===== src/rtl/full_adder_1b.sv =====
// One-bit full adder with a combinational path and a registered path that
// can chain its own carry across clocks for LSB-first bit-serial addition.
module full_adder_1b #(
   parameter int CNT_W = 8
) (
   input  logic             clk,
   input  logic             rst,
   input  logic             a,
   input  logic             b,
   input  logic             cin,
   input  logic             en,
   input  logic             serial,
   input  logic             clr,
   output logic             s,
   output logic             cout,
   output logic             s_q,
   output logic             cout_q,
   output logic             carry_q,
   output logic [CNT_W-1:0] bit_cnt
);

   logic             r_s;
   logic             r_cout;
   logic             r_carry;
   logic [CNT_W-1:0] r_cnt;

   logic             w_ci_eff;
   logic             w_sum_eff;
   logic             w_maj_eff;

   // Unregistered outputs see only the external carry, never the stored one.
   assign s    = a ^ b ^ cin;
   assign cout = (a & b) | (a & cin) | (b & cin);

   assign w_ci_eff  = serial ? r_carry : cin;
   assign w_sum_eff = a ^ b ^ w_ci_eff;
   assign w_maj_eff = (a & b) | (a & w_ci_eff) | (b & w_ci_eff);

   always_ff @(posedge clk) begin
      if (rst) begin
         r_s     <= 1'b0;
         r_cout  <= 1'b0;
         r_carry <= 1'b0;
         r_cnt   <= '0;
      end else if (clr) begin
         // Word start: drop the chained carry, keep the last result visible.
         r_carry <= 1'b0;
         r_cnt   <= '0;
      end else if (en) begin
         r_s     <= w_sum_eff;
         r_cout  <= w_maj_eff;
         r_carry <= w_maj_eff;
         r_cnt   <= r_cnt + 1'b1;
      end
   end

   assign s_q     = r_s;
   assign cout_q  = r_cout;
   assign carry_q = r_carry;
   assign bit_cnt = r_cnt;

endmodule


===== config.mk =====
export PLATFORM = sky130hd
export DESIGN_NAME = full_adder_1b
export DESIGN_NICKNAME = d
export VERILOG_FILES = /design/src/rtl/full_adder_1b.sv
export SDC_FILE = /design/constraint.sdc
export NUM_CORES = 1
export LEC_CHECK = 0
export BUFFER_PORTS_ARGS = -buffer_cell sky130_fd_sc_hd__buf_2
export CAP_MARGIN = 20
export CORE_AREA = 2 2 39 41
export DETAILED_ROUTE_END_ITERATION = 7
export DIE_AREA = 0 0 41 43
export PLACE_DENSITY = 0.66
export SLEW_MARGIN = 20
export SYNTH_ARGS = -nofsm -noshare
export SYNTH_HDL_FRONTEND = slang
export SYNTH_SLANG_ARGS = --single-unit

===== constraint.sdc =====
create_clock -name clk -period 1.6 [get_ports clk]
set_input_delay 0.16 -clock clk [delete_from_list [all_inputs] [get_ports clk]]
set_output_delay 0.16 -clock clk [all_outputs]
set_load 0.01 [all_outputs]

Word level (Yosys, flattened, before mapping)
Index checks and enable logic that the tools add are counted.

$add $sub $neg: 1. Mux-type cells: 1. Bitwise gates (word level): 13. Reduce and logical (&&, ||, !) cells: 2.

Operators with widths (count): adder 8 x 1 -> 8 bit, second input constant (1); AND 1 bit (5); bitwise OR 1 bit (4); XOR 1 bit (3); AND reduction 2 bit (1); OR reduction 2 bit (1); 2-to-1 mux 1 bit (1); NOT 1 bit (1).

Flip-flop bits (word level): 11.

Logic depth before layout (Yosys ltp)
Gate-level depths: netlist (run 1).

Depth in word-level cells: 4. Mapped depth: 4. Gate-level depth less buffers: 4.

Worst setup path after synthesis (run 1)
OpenSTA, ideal clock, no wires.

Path kind: reg-to-reg. From: reg r_cnt[0], in the netlist bit_cnt[0]. To: reg r_cnt[6], in the netlist bit_cnt[6]. Setup time: 0.070 ns. Arrival time: 1.245 ns. Slack: 0.285 ns. Stages on the path, launching flop included: 5. Period minus slack after synthesis: 1.315 ns. Cells stage by stage: dfxtp_1 > ha_1 > nand4_2 > or3_1 > a21oi_1.

Word-level cells in the longest chain between the ends: 1.

RTL lines: from (decl) (RTL line 25) `logic [CNT_W-1:0] r_cnt;`; from (signal assigned) (RTL line 53) `r_cnt <= r_cnt + 1'b1;`; adder 8 x 1 -> 8 bit (RTL line 53).

No other way between the ends. A chain may end at the register's enable or synchronous reset.

Final worst setup path (run 1)
From: reg r_cnt[1], in the netlist bit_cnt[1]. To: reg r_cnt[6], in the netlist bit_cnt[6].

The elaborated chain is that of the path after synthesis.

==> results of run 1 <==
-- Yosys cell counts --
library cell,number
xnor2_1,1
nand4_2,2
mux2i_1,4
clkbuf_1,1
ha_1,1
nor2b_1,1
xor2_1,3
a21oi_1,3
or2_1,1
nor2_1,8
buf_4,1
o21ai_0,3
mux2_2,1
or3_1,3
nand4_1,2
nand2_1,3
fa_1,2
dfxtp_1,11
-- cell families after synthesis --
group	after synthesis	share of synthesized area, %
mux	5	10.0
simple gates	20	21.6
xor+xnor	4	6.86
compound gates	6	5.88
buf+inv	2	2.21
fa+ha+maj	3	10.3
flops	11	43.1
-- worst max-delay path, delay by kind of cell, from the launching register on --
family / cells / cell delay (ns)
AND/OR/NAND/NOR: 2 / 0.49
AO/OA/AOI/OAI: 1 / 0.16
flip-flops: 1 / 0.41
adder cells (fa/ha/maj): 1 / 0.21
-- stage by stage --
step	power, mW	hold WS, ns	util [%]	cell area (sq um)	std cells
after floorplan	0.328	0.232	-	510	51
after global placement	0.352	0.349	45.3	627	86
after detailed placement	0.354	0.357	45.3	627	86
after CTS	0.542	0.0648	47.3	654	90
after global routing	0.564	0.0587	47.3	654	90
final	0.530	0.0739	47.3	654	90
-- layer usage --
layer | vias to the layer above | global-route usage (%) | part of all wire [%]
met5 | - | 0 | 0
met3 | 0 | 5.24 | 5.7
met4 | 0 | 6.00 | 0
met1 | 212 | 16.1 | 42
met2 | 13 | 20.3 | 52
li1 | 223 | - | -
-- registers in the layout, indices dropped and copies added, names as in the netlist --
signal and flops:
cout_q 1, bit_cnt 8, s_q 1, carry_q 1
-- cell type report --
| type | count | area share [%] |
|---|---|---|
| sequential | 11 | 33.7 |
| clock inverter | 1 | 0.765 |
| multi-input combinational | 38 | 42.6 |
| clock buffer | 3 | 3.44 |
| tap | 16 | 3.06 |
| timing repair buffer | 21 | 16.4 |
-- power by group --
group	internal (mW)	switching (mW)	leakage, nW
combinational	0.0299	0.0334	0.213
clock	0.0923	0.0924	0.0177
sequential	0.279	0.00312	0.0891
-- final timing paths --
path	startpoint	end	slack [ns]	cells after the start
max	bit_cnt[1]$_SDFFE_PP0P_	bit_cnt[6]$_SDFFE_PP0P_	0.27	4
max reg2reg	bit_cnt[1]$_SDFFE_PP0P_	bit_cnt[6]$_SDFFE_PP0P_	0.27	4
min	rst	s_q$_SDFFE_PP0P_	0.07	2
min reg2reg	bit_cnt[7]$_SDFFE_PP0P_	bit_cnt[7]$_SDFFE_PP0P_	0.49	2
==> flow_summary.yaml, run 1 <==
status:
  status: "finished, final reports clean"
power:
  power_density_nw_per_um2: 811
  irDropWorstVdd_v: 0.000472
  power_leakage_nw: 0.320
global_route:
  grt_pass1_vias: 379
  antenna_found_initial: 0
  grt_overflow: 0
  grt_pass1_wl_mm: 1.59
  grt_max_degree: 10
  track_usage_pct: 13.4
yosys:
  ys_warn_count: 0
  synth_seq_cells: 11
  syn_nets: 62
  syn-cell-area_sq_um: 510
  avgSynthCellArea_sq_um: 10.0
  synthTopCellsByArea: "dfxtp_1, fa_1, mux2i_1, nor2_1, xor2_1"
  ys_types: 18
  synth_top_area_share_pct: 43.1
  yosysSeqAreaShare_pct: 43.1
  syn_inst: 51
  post-synth-top-area-cell: "dfxtp_1"
clock_network:
  cts_sinks: 11
  ctsResizeCount: 0
  cts_root_buffer: "clkbuf_4"
  cts_tree: "yes"
  path_clk_slew_ns: 0.07
  htreeDepth: 1
  clk_latency_ns: 0.26
  post-cts-setup-buffers: 0
  hold_buffers: 0
  cts_buffer_depth: 2
  cts_buffers: 3
routing:
  drtIter0Drc: 6
  drc_errors: 0
  finalWirelength_mm: 1.03
  via_per_inst: 4.98
  dr.pass1.iters: 4
  vias: 448
  drt-wirelength-per-cell_um: 11.5
  ant_nets: 0
sta:
  tightest_slew_ns: 0.321
  rsz0062_at_grt: "no"
  min_period_ns: 1.33
  maxSlewViolCount: 0
  setup_viol: 0
  setup_ws_ns: 0.268
  slew_headroom_pct: 78.6
  setup_tns_ns: 0
  fmax_mhz: 751
  fin_crit_sh_pct: 83.3
  finalHoldViolCount: 0
  skew_ns: 0.00438
worst_setup_path:
  cp_slowest_cell: "dfxtp_1"
  start_kind: "flip-flop"
  path_cells: "ha_1, nand4_2, or3_1, a21oi_1"
  critPathArrivalTime_ns: 1.53
  worstSetupPathType: "flip-flop to flip-flop"
  end_kind: "flip-flop"
  cp_slowest_stage_delay_ns: 0.41
  cp_max_fo: 5
  cp.required_ns: 1.79
die:
  coreArea_sq_um: 1380
  die_x_um: 41
  io-pin-count: 21
  placementRows: 14
  start_util_pct: 36.9
  die_h_um: 43
  die-area_sq_um: 1760
hold_path:
  min_path_type: "input port to flip-flop"
placement:
  gp_congestion: 0.684
  place_ws_ns: 0.275
  hpwl_um: 818
  port_buffers: 20
layout:
  diodes: 0
  fill_cells: 154
  layout_commonest_cell: "buf_2"
  multiInputGateArea_sq_um: 279
  nets: 86
  seq_area_sq_um: 220
  final_cell_mix: "buf_2, dfxtp_1, nor2_1"
  syn_to_final_growth_pct: 28.2
  drive_above_1_share_pct: 37.8
run:
  drv_cap: 0
(Power assumes the default switching activity.)
==> run 2, diff against run 1 <==
--- a/config.mk
+++ b/config.mk
@@ -5,12 +5,13 @@
 export SDC_FILE = /design/constraint.sdc
 export NUM_CORES = 1
 export LEC_CHECK = 0
+export ABC_AREA = 1
 export BUFFER_PORTS_ARGS = -buffer_cell sky130_fd_sc_hd__buf_2
 export CAP_MARGIN = 20
 export CORE_AREA = 2 2 39 41
 export DETAILED_ROUTE_END_ITERATION = 7
 export DIE_AREA = 0 0 41 43
-export PLACE_DENSITY = 0.66
+export PLACE_DENSITY = 0.68
 export SLEW_MARGIN = 20
 export SYNTH_ARGS = -nofsm -noshare
 export SYNTH_HDL_FRONTEND = slang
==> constraint.sdc (replaced) <==
create_clock -name clk -period 1.3 [get_ports clk]
set_input_delay 0.13 -clock clk [delete_from_list [all_inputs] [get_ports clk]]
set_output_delay 0.13 -clock clk [all_outputs]
set_load 0.01 [all_outputs]
==> run 2 against run 1 <==
Net effect: die area is the same; worst hold slack lost 0.011 ns; setup slack lost 0.25 ns; critical path depth is the same; synthesized area grew 5.4%; count of clock-buffer cells in the layout grew 1; clock skew shrank 0.0039 ns; global-route usage grew 1.8 points; clock power grew 26%; critical endpoint is now s_q$_SDFFE_PP0P_.
==> flow_summary.yaml, run 2 <==
placement:
  hpwl_um: 816
  gp_congestion: 0.754
  port_buffers: 20
die:
  io-pin-count: 21
  placementRows: 14
  die_x_um: 41
  die-area_sq_um: 1760
  start_util_pct: 38.9
  coreArea_sq_um: 1380
  die_h_um: 43
clock_network:
  cts_root_buffer: "clkbuf_4"
  clk_latency_ns: 0.26
  path_clk_slew_ns: 0.07
  cts_sinks: 11
  cts_buffers: 3
  htreeDepth: 1
  cts_tree: "yes"
  hold_buffers: 0
  cts_buffer_depth: 2
routing:
  ant_nets: 0
  via_per_inst: 4.67
  finalWirelength_mm: 1.08
  dr.pass1.iters: 4
  drt-wirelength-per-cell_um: 9.87
  drtIter0Drc: 7
  drc_errors: 0
  vias: 509
global_route:
  grt_overflow: 0
  track_usage_pct: 15.2
  grt_max_degree: 9
  grt_pass1_vias: 485
  antenna_found_initial: 0
  grt_pass1_wl_mm: 1.84
yosys:
  synth_top_area_share_pct: 40.9
  syn-cell-area_sq_um: 538
  synth_seq_cells: 11
  yosysSeqAreaShare_pct: 40.9
  synth_most_common_cell: "nand2_1"
  ys_async_sr_fraction_pct: 0
  synthTopCellsByCount: "nand2_1, dfxtp_1, a21oi_1, inv_1, nor2_1"
  ys_warn_count: 0
  synth_edf_count: 0
  syn_nets: 79
  ys.flop_type: "dfxtp_1"
  ys_types: 17
  avgSynthCellArea_sq_um: 7.91
  syn_inst: 68
  synthTopCellsByArea: "dfxtp_1, nand2_1, a21oi_1, fa_1, inv_1"
  post-synth-top-area-cell: "dfxtp_1"
worst_setup_path:
  critPathArrivalTime_ns: 1.49
  cp.required_ns: 1.50
  critPathTopFamily: "adder cells"
  cp_max_fo: 2
  cp_slowest_stage_delay_ns: 0.48
  worstSetupPathType: "flip-flop to flip-flop"
  path_cells: "mux2_4, fa_1, nand2_1, a21oi_2"
  end_kind: "flip-flop"
  crit_buf_inv: 0
  cp_slowest_cell: "fa_1"
  start_kind: "flip-flop"
sta:
  maxSlewViolCount: 0
  rsz0062_at_grt: "yes"
  fin_crit_sh_pct: 98.8
  whs_ns: 0.0626
  finalHoldViolCount: 0
  tightest_slew_ns: 0.272
  fmax_mhz: 779
  skew_ns: 0.000510
  slew_headroom_pct: 81.9
  min_period_ns: 1.28
  setup_viol: 0
layout:
  syn_to_final_growth_pct: 29.5
  nets: 105
  largest_reg_flops: 8
  drive_above_1_share_pct: 35.5
  diodes: 0
  layout_commonest_cell: "buf_2"
  final_cell_mix: "buf_2, nand2_1, dfxtp_1"
power:
  irDropWorstVdd_v: 0.000520
  power_density_nw_per_um2: 953
  power_mw: 0.664
  power_leakage_nw: 0.332
status:
  status: "finished, final reports clean"
hold_path:
  min_path_type: "input port to flip-flop"
run:
  drv_cap: 0
## run 2: cell count changes after synthesis, moves of 2 or more
cell     change
nand2_1     +15
inv_1        +8
nor2_1       -3
mux2i_1      -4
nand4_2      -2
a21oi_1      +7
or3_1        -3
xor2_1       -3
nor2_2       +2
nand3_1      +2
## run 2: final cells by class
type	instances	area (sq um)
flip-flops and latches	11	221
fillers	152	687
inverters	8	30.0
multi-input cells	48	284
clock buffers	4	26.3
well taps	16	20.0
repair buffers	22	115
## run 2: repair_timing
action	CTS	global route
pin swaps	1	0
endpoints found under the setup margin	1	1
gates resized for setup	1	1
setup buffers	0	0
## run 2: final timing paths
| kind | endpoint | start | slack [ns] | cells past startpoint |
|---|---|---|---|---|
| worst max-delay path | s_q$_SDFFE_PP0P_ | carry_q$_SDFFE_PP0P_ | 0.02 | 4 |
| worst min-delay path | s_q$_SDFFE_PP0P_ | rst | 0.06 | 2 |
| worst max register to register | s_q$_SDFFE_PP0P_ | carry_q$_SDFFE_PP0P_ | 0.02 | 4 |
| worst min register to register | cout_q$_SDFFE_PP0P_ | cout_q$_SDFFE_PP0P_ | 0.46 | 2 |
## run 2: cells by family after synthesis
group / after synthesis / share of synthesized area [%]
simple gates: 32 / 28.4
compound gates: 12 / 11.2
flops: 11 / 40.9
buf+inv: 9 / 7.67
fa+ha+maj: 3 / 9.77
mux: 1 / 2.09
## run 2: where the power goes
group	switching (mW)	internal, mW	leakage [nW]	total (mW)
Combinational	0.0466	0.0372	0.227	0.0839
Clock	0.115	0.119	0.0150	0.234
Sequential	0.00316	0.343	0.0895	0.346
## run 2: worst register-to-register path: cells and delay by family (launching register included)
family,cells,cell delay (ns)
AO/OA/AOI/OAI,1,0.11
multiplexers,1,0.26
AND/OR/NAND/NOR,1,0.06
adder cells (fa/ha/maj),1,0.48
flip-flops,1,0.32
## run 2: metrics by stage
step	TNS [ns]	instances	utilization [%]	area, sq um	setup WS, ns
detailed placement	-0.00683	105	47.9	663	-0.00683
global route	-0.0417	109	50.4	697	-0.0417
floorplan	0	68	-	539	0.0125
global placement	0	105	47.9	663	0.0239
CTS	0	109	50.1	693	0.00501
finish	0	109	50.4	697	0.0156
## run 2: metal layers
layer	global-route usage (%)	vias to the layer above	wire length, um
li1	-	266	-
met1	17.0	223	471
met2	24.4	18	511
met3	6.28	2	80
met4	6.00	0	14
met5	0	-	0
==> run 3, diff against run 2 <==
==> constraint.sdc (replaced) <==
create_clock -name clk -period 1.6 [get_ports clk]
set_input_delay 0.16 -clock clk [delete_from_list [all_inputs] [get_ports clk]]
set_output_delay 0.16 -clock clk [all_outputs]
set_load 0.01 [all_outputs]
==> run 3 against run 2 <==
Net effect: count of clock-buffer cells in the layout is the same; largest power group unchanged; sequential power decreased by 18%; cell area shrank 3.4%; critical path depth stayed put; highest routed layer unchanged; total power down 19%; combinational power decreased by 23%.
==> flow_summary.yaml, run 3 (synthesis results as in run 2) <==
global_route:
  grt_overflow: 0
  grt_pass1_vias: 417
  track_usage_pct: 14.8
  grt_pass1_wl_mm: 1.63
  grt_max_degree: 9
  antenna_found_initial: 0
clock_network:
  cts_sinks: 11
  hold_buffers: 0
  htreeDepth: 1
  post-cts-setup-buffers: 0
  cts_root_buffer: "clkbuf_4"
  cts_buffer_depth: 2
  clk_latency_ns: 0.27
  cts_buffers: 3
  ctsResizeCount: 0
  cts_tree: "yes"
  path_clk_slew_ns: 0.07
placement:
  port_buffers: 20
  hpwl_um: 901
  dpl.cell_count: 103
  gp_congestion: 0.734
  place_ws_ns: 0.285
  dpl_cell_area_sq_um: 647
run:
  drv_cap: 0
sta:
  fin_crit_sh_pct: 82.8
  fmax_mhz: 755
  setup_ws_ns: 0.275
  finalHoldViolCount: 0
  maxSlewViolCount: 0
  rsz0062_at_grt: "no"
  setup_tns_ns: 0
  tightest_slew_ns: 0.273
  whs_ns: 0.0755
  skew_ns: 0.00154
  slew_headroom_pct: 81.8
  min_period_ns: 1.32
  setup_viol: 0
layout:
  stdcell_count: 107
  multiInputGateArea_sq_um: 277
  diodes: 0
  layout_commonest_cell: "buf_2"
  design_area_sq_um: 673
  seq_area_sq_um: 220
  nets: 103
  final_cell_mix: "buf_2, nand2_1, dfxtp_1"
  post-route-util_pct: 48.6
  fill_cells: 147
  largest_reg_flops: 8
  drive_above_1_share_pct: 31.9
  syn_to_final_growth_pct: 25.1
die:
  start_util_pct: 38.9
  placementRows: 14
  io-pin-count: 21
  die-area_sq_um: 1760
  coreArea_sq_um: 1380
  die_h_um: 43
  die_x_um: 41
worst_setup_path:
  worstSetupPathType: "flip-flop to flip-flop"
  end_kind: "flip-flop"
  critPathArrivalTime_ns: 1.53
  cp_max_fo: 3
  start_kind: "flip-flop"
  cp.required_ns: 1.81
power:
  power_leakage_nw: 0.317
  power_density_nw_per_um2: 804
  power_mw: 0.541
  irDropWorstVdd_v: 0.000358
status:
  status: "finished, final reports clean"
routing:
  vias: 497
  finalWirelength_mm: 1.14
  ant_nets: 0
  drtIter0Drc: 6
  drc_errors: 0
  dr.pass1.iters: 4
  drt-wirelength-per-cell_um: 10.7
  via_per_inst: 4.64
hold_path:
  min_path_type: "input port to flip-flop"
==> run 3: changes by cell type in the layout (fill, tap and decap cells not counted) <==
cell	previous run	this run
mux2_2	0	1
buf_4	2	0
dfxtp_2	1	0
a21oi_2	1	0
mux2_4	1	0
dfxtp_1	10	11
a21oi_1	9	10
==> run 3: path summary, 6_finish.rpt <==
kind	to	from	cells past startpoint	slack [ns]
worst max register to register	s_q$_SDFFE_PP0P_	carry_q$_SDFFE_PP0P_	4	0.28
worst min-delay path	cout_q$_SDFFE_PP0P_	rst	2	0.08
worst max-delay path	s_q$_SDFFE_PP0P_	carry_q$_SDFFE_PP0P_	4	0.28
worst min register to register	cout_q$_SDFFE_PP0P_	cout_q$_SDFFE_PP0P_	2	0.45
==> run 3: final cells by class <==
class                      count  share of cell area [%]
inverter                       8                    4.46
timing repair buffer          20                    14.9
sequential                    11                    32.7
tap                           16                    2.97
clock buffer                   4                    3.90
multi-input combinational     48                    41.1
==> run 3: per-layer routing <==
layer / track usage (%) / up-vias / share of wire (%)
li1: - / 266 / -
met1: 14.6 / 213 / 41
met2: 23.1 / 13 / 51
met3: 5.24 / 5 / 4.7
met4: 12.0 / 0 / 3.8
met5: 0 / - / 0
==> run 3: power by group <==
part           total [mW]  switching (mW)  internal [mW]  leakage, nW
registers           0.283         0.00389          0.279       0.0891
clock network       0.193          0.0967         0.0967       0.0150
logic              0.0648          0.0369         0.0279        0.213
total               0.541           0.138          0.403        0.317
==> run 3: worst max-delay path, cell delays in order (launching register included) <==
cell and delay, ns:
dfxtp_1 0.32, mux2_2 0.27, fa_1 0.49, nand2_1 0.05, a21oi_1 0.13
